===== config.mk =====
export PLATFORM = sky130hd
export DESIGN_NAME = bcd_to_bin
export DESIGN_NICKNAME = d
export VERILOG_FILES = /design/src/rtl/bcd_to_bin.sv
export SDC_FILE = /design/constraint.sdc
export NUM_CORES = 1
export LEC_CHECK = 0
export BUFFER_PORTS_ARGS = -buffer_cell sky130_fd_sc_hd__buf_2
export CAP_MARGIN = 20
export CORE_MARGIN = 5
export CORE_UTILIZATION = 50
export DETAILED_ROUTE_END_ITERATION = 8
export PLACE_DENSITY = 0.71
export SKIP_LAST_GASP = 1
export SLEW_MARGIN = 15
export SYNTH_ARGS = -nofsm -noshare
export SYNTH_HDL_FRONTEND = slang
export SYNTH_SLANG_ARGS = --single-unit

===== constraint.sdc =====
create_clock -name clk -period 2 [get_ports clk]
set_input_delay 0.5 -clock clk [delete_from_list [all_inputs] [get_ports clk]]
set_output_delay 0.5 -clock clk [all_outputs]
set_load 0.02 [all_outputs]

===== src/rtl/bcd_to_bin.sv =====
// Sequential BCD-to-binary converter (reverse double dabble).
// Each iteration shifts {bcd, bin} right by one bit, then subtracts 3 from
// every BCD digit that reads 8 or more. OUT_W iterations produce the result.
module bcd_to_bin #(
    parameter int DIGITS = 3,
    parameter int OUT_W  = 10
) (
    input  logic                  clk,
    input  logic                  rst,
    input  logic                  i_start,
    input  logic [4*DIGITS-1:0]   i_bcd,
    output logic                  o_ready,
    output logic                  o_done,
    output logic [OUT_W-1:0]      o_bin,
    output logic                  o_err
);

    localparam int BW = 4 * DIGITS;
    localparam int SW = BW + OUT_W;
    localparam int CW = $clog2(OUT_W + 1);

    function automatic longint unsigned pow10(input int n);
        longint unsigned r;
        r = 64'd1;
        for (int unsigned i = 0; i < n; i++) r = r * 64'd10;
        return r;
    endfunction

    // The largest decimal input must fit in the binary result.
    if (!((64'd1 << OUT_W) > (pow10(DIGITS) - 64'd1))) begin : g_width_check
        $error("bcd_to_bin: OUT_W too small for DIGITS");
    end

    typedef enum logic [1:0] {
        IDLE,
        SHIFT,
        DONE
    } state_t;

    state_t         state, state_nxt;
    logic [SW-1:0]  sr;
    logic [SW-1:0]  sr_step;
    logic [CW-1:0]  cnt;
    logic           bad_digit;
    logic           last_iter;

    // Flag any input digit outside 0..9.
    always_comb begin
        bad_digit = 1'b0;
        for (int unsigned i = 0; i < DIGITS; i++) begin
            if (i_bcd[4*i +: 4] > 4'd9) bad_digit = 1'b1;
        end
    end

    // One reverse double-dabble iteration: shift right, then correct digits >= 8.
    always_comb begin
        sr_step = sr >> 1;
        for (int unsigned i = 0; i < DIGITS; i++) begin
            if (sr_step[OUT_W + 4*i +: 4] >= 4'd8)
                sr_step[OUT_W + 4*i +: 4] = sr_step[OUT_W + 4*i +: 4] - 4'd3;
        end
    end

    assign last_iter = (cnt == CW'(OUT_W - 1));

    // State register.
    always_ff @(posedge clk or posedge rst) begin
        if (rst) state <= IDLE;
        else     state <= state_nxt;
    end

    // Next-state logic and state-decoded handshake outputs.
    always_comb begin
        state_nxt = state;
        o_ready   = 1'b0;
        o_done    = 1'b0;
        case (state)
            IDLE: begin
                o_ready = 1'b1;
                if (i_start) state_nxt = bad_digit ? DONE : SHIFT;
            end
            SHIFT: begin
                if (last_iter) state_nxt = DONE;
            end
            DONE: begin
                o_done    = 1'b1;
                state_nxt = IDLE;
            end
            default: state_nxt = IDLE;
        endcase
    end

    // Shift register, iteration counter and result registers.
    always_ff @(posedge clk or posedge rst) begin
        if (rst) begin
            sr    <= '0;
            cnt   <= '0;
            o_bin <= '0;
            o_err <= 1'b0;
        end else begin
            case (state)
                IDLE: begin
                    if (i_start) begin
                        cnt <= '0;
                        if (bad_digit) begin
                            o_bin <= '0;
                            o_err <= 1'b1;
                        end else begin
                            sr <= {i_bcd, {OUT_W{1'b0}}};
                        end
                    end
                end
                SHIFT: begin
                    sr  <= sr_step;
                    cnt <= cnt + CW'(1);
                    if (last_iter) begin
                        o_bin <= sr_step[OUT_W-1:0];
                        o_err <= 1'b0;
                    end
                end
                default: ;
            endcase
        end
    end

endmodule

==> flow_metrics.py, run 1 <==
metrics = {
    "timing": {
        "slew_headroom_pct": 66.46,
        "hold_violations": 0,
        "fin_worst_skew_ns": 0.003284,
        "max_freq_mhz": 586.8,
        "slew_violations": 0,
        "setup_viol": 0,
        "period_needed_ns": 1.704,
        "tns_ns": 0,
        "finalCritPeriodShare_pct": 85.20,
        "worst_pin_slew_ns": 0.5015,
        "grt_setup_unrepaired": "false",
    },
    "synthesis": {
        "synth_edf_count": 0,
        "synth_compound_area_share_pct": 18.28,
        "async_reset_ff_share_pct": 100.0,
        "ys_seq_area_share_pct": 50.17,
        "ys.flop_type": "dfrtp_1",
        "yosys.area.top_type": "dfrtp_1",
        "syn_inst": 189,
        "synth_top_family_by_area": "compound AO/OA/AOI/OAI gates",
        "syn_area_per_cell_sq_um": 10.03,
        "ys_warn_count": 0,
        "synthSimpleGateAreaFrac_pct": 15.51,
        "synth_area_sq_mm": 0.001896,
        "synthMuxAreaShare_pct": 4.224,
        "yosysMostFrequentCell": "dfrtp_1",
        "synth-xor-area-share_pct": 1.848,
        "syn_nets": 210,
        "ys_top_cells_by_area": "dfrtp_1, nand2_1, a22o_1",
        "synthAdderAreaFrac_pct": 3.960,
        "ys_ff_latch": 38,
        "synth.lib_cells_used.distinct": 32,
        "synth_common_cells": "dfrtp_1, nand2_1, o21ai_0, a22o_1",
        "synth_top_cell_area_share_pct": 50.17,
    },
    "worst_setup_path": {
        "crit_type": "reg -> out",
        "worst-path-stages": 2,
        "path_buf_inv": 1,
        "cp_cell_sequence": "nor2b_1 -> buf_2",
        "crit_family": "flip-flops",
        "cp_max_fo": 11,
        "cp_slowest_cell": "dfrtp_1",
        "critPathMaxStageDelay_ns": 0.57,
        "endpoint_kind": "output pin",
        "critPathLaunchType": "flop",
        "r2r_cells": 3,
        "crit_required_ns": 1.50,
        "worstPathArrival_ns": 1.20,
    },
    "clock_network": {
        "postCtsHoldBufs": 0,
        "cts_buffer_depth": 2,
        "root_buffer": "clkbuf_8",
        "cts.sinks": 38,
        "clk_latency_ns": 0.29,
        "cts-buffers-inserted": 5,
        "cts_resized": 0,
        "post_cts_buffers": 0,
        "clk_pin_slew_worst_paths_ns": 0.08,
        "htree_num_levels": 2,
        "cts_tree": "built",
    },
    "route": {
        "drc_errors": 0,
        "wl_per_cell_microns": 14.38,
        "antenna_left": 0,
        "drt-initial-drc-count": 121,
        "vias": 1435,
        "routed_wl_microns": 3781,
        "viasPerCell": 5.456,
        "detail_route.first_pass.iterations": 4,
    },
    "final_layout": {
        "antennaDiodeCount": 0,
        "area_growth_syn_to_layout_pct": 12.87,
        "utilization_pct": 58.44,
        "fin_nets": 235,
        "drive_above_1_share_pct": 20.00,
    },
    "floorplan": {
        "start_util_pct": 51.78,
        "row_count": 22,
        "coreArea_sq_mm": 0.003661,
        "pin_count": 28,
        "die_x_microns": 71.57,
        "die_h_microns": 71.57,
        "dieArea_sq_mm": 0.005122,
    },
    "pwr": {
        "peakVddDrop_mv": 0.5745,
        "p_int_mw": 1.690,
        "switchingPower_mw": 0.9740,
        "powerDensity_mw_per_mm2": 1245,
        "combPwrFrac_pct": 28.9,
        "swShare_pct": 36.55,
        "pwr-share-clk_pct": 24.3,
        "power_frac_seq_pct": 46.8,
        "p_leak_nw": 1.017,
    },
    "status": {
        "outcome": "finished clean",
    },
    "global_route": {
        "grt_use_total_pct": 16.42,
        "grt-ovfl-total": 0,
        "grt_pass1_vias": 1482,
        "grt_max_degree": 39,
        "antenna_found_initial": 0,
        "grt_pass1_wl_microns": 6679,
    },
    "placed_design": {
        "hpwl_microns": 2742,
        "port_buffers": 27,
        "finalWeightedCongestion": 0.7806,
    },
    "flow_run": {
        "max-cap-violations": 0,
    },
    "min_path": {
        "hp-class": "in -> async",
    },
}
## worst paths after layout
path	slack (ns)	to	from
max	0.30	o_done	state[1]
min	0.32	o_bin[6]	rst
max reg2reg	0.34	sr[19]	state[1]
min reg2reg	0.50	o_bin[1]	o_bin[1]
max in group asynchronous	1.35	o_bin[4]	rst
min in group clk	0.46	sr[21]	i_bcd[11]
## layout make-up
cell class	instances	area, sq um
fill	316	1521
sequential	38	950.9
multi-input combinational	131	830.8
timing repair buffer	29	150.1
clock buffer	5	68.82
tap	48	60.06
clock inverter	3	45.04
inverter	9	33.78
## cells in the final DEF, fill, tap and decap left out, types with 2 or more instances in the layout
| cell type | netlist | routed |
|---|---|---|
| dfrtp_1 | 38 | 38 |
| nand2_1 | 35 | 35 |
| buf_2 | 4 | 27 |
| o21ai_0 | 17 | 17 |
| a22o_1 | 10 | 10 |
| a21oi_1 | 9 | 9 |
| inv_1 | 9 | 9 |
| mux2i_1 | 8 | 8 |
| nand3_1 | 6 | 6 |
| nor2_1 | 6 | 6 |
| ha_1 | 6 | 6 |
| o21ai_1 | 5 | 5 |
| clkbuf_8 | 0 | 5 |
| o21ai_2 | 4 | 4 |
| nand2b_1 | 4 | 4 |
| xnor2_1 | 4 | 4 |
| and2b_1 | 2 | 2 |
| o211ai_1 | 2 | 2 |
| nor3_1 | 2 | 2 |
| clkinvlp_4 | 0 | 2 |
| buf_4 | 3 | 2 |
## flip-flops by register name, indices dropped and copies added (netlist names)
name and cells:
o_bin 10, cnt 4, o_err 1, sr 21, state 2
## power groups by stage
| stage | Combinational, mW | Clock, mW | Sequential [mW] |
|---|---|---|---|
| after floorplan | 0.702 | 0 | 1.16 |
| after global placement | 0.728 | 0 | 1.23 |
| after detailed placement | 0.779 | 0 | 1.25 |
| after CTS | 0.782 | 0.659 | 1.24 |
| after global routing | 0.880 | 0.695 | 1.28 |
| final | 0.770 | 0.648 | 1.25 |
## layer usage
metal,global-route usage (%),up-vias,share of wire (%)
met2,28.47,31,50
li1,-,698,-
met3,5.049,4,5.1
met4,6.263,0,1.1
met1,18.94,702,44
met5,0,-,0
## kinds of logic (layout without fill, tap and decap cells)
kind of cell / count (synthesis) / in the layout
xor gates and xnor gates: 4 / 4
DFF: 38 / 38
AOI/OAI and AO/OA: 51 / 51
muxes: 8 / 8
and+or+nand+nor: 62 / 62
buffers and inverters: 20 / 46
adders and majority gates: 6 / 6
## per-stage QoR
step | hold slack, ns | power, mW | cells | setup WS (ns) | cell area [sq um]
6_report | 0.3150 | 2.664 | 263 | 0.2960 | 2140
3_5_place_dp | 0.4867 | 2.032 | 255 | 0.2419 | 2026
5_1_grt | 0.3838 | 2.855 | 263 | 0.2046 | 2140
4_1_cts | 0.3282 | 2.681 | 263 | 0.2844 | 2140
2_1_floorplan | 0.4480 | 1.861 | 189 | 0.6076 | 1896
3_3_place_gp | 0.4683 | 1.956 | 255 | 0.3017 | 2026
## worst reg2reg max path, cell delays in order (launching register included)
cell,delay (ns)
dfrtp_1,0.57
and2b_1,0.28
a41oi_4,0.49
o21ai_0,0.18
No activity file was read; power rests on OpenSTA's default activity.
==> inputs of run 2 (changes only) <==
- ABC_AREA: unset -> 1
==> flow_metrics.py, run 2 <==
metrics = {
    "synthesis": {
        "synthMuxAreaShare_pct": 0,
        "async_reset_ff_share_pct": 100.0,
        "synth_edf_count": 0,
        "ys.flop_type": "dfrtp_1",
        "synthSimpleGateAreaFrac_pct": 31.46,
        "yosys.area.top_type": "dfrtp_1",
        "syn_inst": 248,
        "synth_top_cell_area_share_pct": 49.19,
        "synth_common_cells": "nand2_1, dfrtp_1, nand3_1, inv_1",
        "synth_compound_area_share_pct": 5.243,
        "ys_top_cells_by_area": "dfrtp_1, nand2_1, nand3_1",
        "synth.lib_cells_used.distinct": 24,
        "ys_seq_area_share_pct": 49.19,
        "syn_nets": 269,
        "synth_area_sq_mm": 0.001933,
        "ys_ff_latch": 38,
        "ys_warn_count": 0,
        "synth_top_family_by_area": "simple AND/OR/NAND/NOR gates",
        "synthAdderAreaFrac_pct": 3.883,
        "yosysMostFrequentCell": "nand2_1",
        "syn_area_per_cell_sq_um": 7.795,
        "synth-xor-area-share_pct": 1.359,
    },
    "worst_setup_path": {
        "worstReg2RegStart": "cnt[1]",
        "worstPathArrival_ns": 1.88,
        "cp_cell_sequence": "inv_1 -> ha_1 -> nand3_1 -> a21oi_4 -> nand2_1 -> nand2_1 -> nand2_1",
        "endpoint_kind": "flop",
        "crit_path_frequent_cell": "nand2_1",
        "cp_max_fo": 12,
        "r2r_cells": 7,
        "crit_family": "simple AND/OR/NAND/NOR gates",
        "ff2ff_setup_slack_ns": 0.31,
        "crit_required_ns": 2.19,
        "regToRegEndpoint": "o_bin[5]",
        "path_buf_inv": 1,
        "critPathMaxStageDelay_ns": 0.40,
        "critPathLaunchType": "flop",
        "cp_slowest_cell": "dfrtp_1",
        "crit_type": "reg -> reg",
    },
    "final_layout": {
        "utilization_pct": 60.00,
        "design_area_sq_mm": 0.002230,
        "final_cell_mix": "nand2_1, dfrtp_1, nand3_1",
        "fin_cells": 324,
        "reg_top3": "sr (21), o_bin (10), cnt (4)",
        "fin_nets": 296,
        "final_common_cell": "nand2_1",
        "antennaDiodeCount": 0,
        "largest_reg_flops": 21,
        "area_growth_syn_to_layout_pct": 15.34,
        "largest-register": "sr",
        "drive_above_1_share_pct": 16.67,
    },
    "route": {
        "antenna_left": 0,
        "viasPerCell": 4.901,
        "drc_errors": 0,
        "detail_route.first_pass.iterations": 4,
        "drt-initial-drc-count": 116,
        "wl_per_cell_microns": 12.01,
        "routed_wl_microns": 3890,
        "vias": 1588,
    },
    "timing": {
        "finalCritPeriodShare_pct": 84.39,
        "finalWorstSetupSlack_ns": 0.3121,
        "whs_ns": 0.2975,
        "fin_worst_skew_ns": 0.01609,
        "setup_viol": 0,
        "worst_pin_slew_ns": 0.4696,
        "grt_setup_unrepaired": "false",
        "slew_headroom_pct": 68.69,
        "period_needed_ns": 1.688,
        "hold_violations": 0,
        "slew_violations": 0,
        "max_freq_mhz": 592.5,
    },
    "flow_run": {
        "max-cap-violations": 0,
    },
    "global_route": {
        "antenna_found_initial": 0,
        "grt_max_degree": 39,
        "grt_pass1_wl_microns": 6851,
        "grt-ovfl-total": 0,
        "grt_use_total_pct": 16.82,
        "grt_pass1_vias": 1425,
    },
    "floorplan": {
        "row_count": 22,
        "pin_count": 28,
        "die_x_microns": 72.18,
        "coreArea_sq_mm": 0.003716,
        "start_util_pct": 52.02,
        "die_h_microns": 72.18,
        "dieArea_sq_mm": 0.005210,
    },
    "pwr": {
        "p_int_mw": 1.910,
        "swShare_pct": 40.67,
        "pwr-share-clk_pct": 24.3,
        "peakVddDrop_mv": 1.237,
        "switchingPower_mw": 1.309,
        "powerDensity_mw_per_mm2": 1444,
        "p_leak_nw": 1.329,
        "combPwrFrac_pct": 37.7,
        "power_frac_seq_pct": 38.0,
    },
    "clock_network": {
        "cts.sinks": 38,
        "post_cts_buffers": 0,
        "htree_num_levels": 2,
        "clk_latency_ns": 0.29,
        "postCtsHoldBufs": 0,
        "root_buffer": "clkbuf_8",
        "cts_buffer_depth": 2,
        "cts-buffers-inserted": 5,
        "clk_pin_slew_worst_paths_ns": 0.09,
        "cts_tree": "built",
    },
    "placed_design": {
        "finalWeightedCongestion": 0.7736,
        "dp.cells": 316,
        "port_buffers": 27,
        "hpwl_microns": 2682,
        "dpl_cell_area_sq_mm": 0.002081,
        "dp_worst_setup_slack_ns": -0.1069,
    },
    "min_path": {
        "hp-class": "in -> async",
    },
    "status": {
        "outcome": "finished clean",
    },
}
-- run 2: cell count changes in the layout (fill, tap and decap cells not counted), moves of 4 or more --
cell	previous run	this run
a22o_1	10	0
o21ai_0	17	4
nand2b_1	4	0
mux2i_1	8	0
nand2_1	35	110
inv_1	9	22
nand3_1	6	29
a21oi_1	9	2
-- run 2: layout make-up --
class | instances | area, sq um
repair buffers | 31 | 165.2
clock inverters | 3 | 68.82
multi-input cells | 174 | 822.0
flip-flops and latches | 38 | 950.9
well taps | 48 | 60.06
fillers | 326 | 1486
clock buffers | 5 | 68.82
inverters | 25 | 93.84
-- run 2: worst min-delay path: stages --
cell	delay [ns]
buf_2	0.09
inv_1	0.04
buf_4	0.40
-- run 2: layer usage --
metal	vias up	share of wire (%)	global-route usage (%)
met2	26	47	24.97
met1	733	48	24.49
met3	5	3.3	3.047
met5	-	0	0
li1	824	-	-
met4	0	1.5	6.263
-- run 2: per-stage QoR --
step | power (mW) | TNS (ns)
after CTS | 3.232 | 0
after global placement | 2.405 | -0.6125
after detailed placement | 2.436 | -0.9651
after floorplan | 2.199 | 0
after global routing | 3.476 | 0
final | 3.219 | 0
-- run 2: kinds of logic after synthesis --
family / after synthesis
flip-flops: 38
AO/OA/AOI/OAI: 18
buffers and inverters: 36
adder cells (fa/ha/maj): 6
XOR/XNOR: 3
AND/OR/NAND/NOR: 147
-- run 2: power by group through the flow --
stage	logic [mW]	clock network, mW	registers, mW
global placement	1.17	0	1.23
CTS	1.22	0.793	1.22
global route	1.38	0.834	1.26
floorplan	0.981	0	1.22
finish	1.21	0.783	1.22
detailed placement	1.20	0	1.23
-- run 2: worst max-delay path by stage --
| stage | from | endpoint | slack, ns | depth (start not counted) |
|---|---|---|---|---|
| 5_1_grt | cnt[1] | o_bin[5] | 0.13 | 7 |
| 4_1_cts | cnt[1] | o_bin[5] | 0.17 | 7 |
| 2_1_floorplan | state[0] | sr[11] | 0.63 | 5 |
| 6_report | cnt[1] | o_bin[5] | 0.31 | 7 |
| 3_3_place_gp | cnt[1] | o_bin[8] | -0.06 | 7 |
| 3_5_place_dp | cnt[1] | o_bin[5] | -0.11 | 7 |
-- run 2: timing repair --
item,4_1_cts,5_1_grt
hold endpoints to repair,0,0
resized for setup,1,1
setup endpoints to repair,11,9
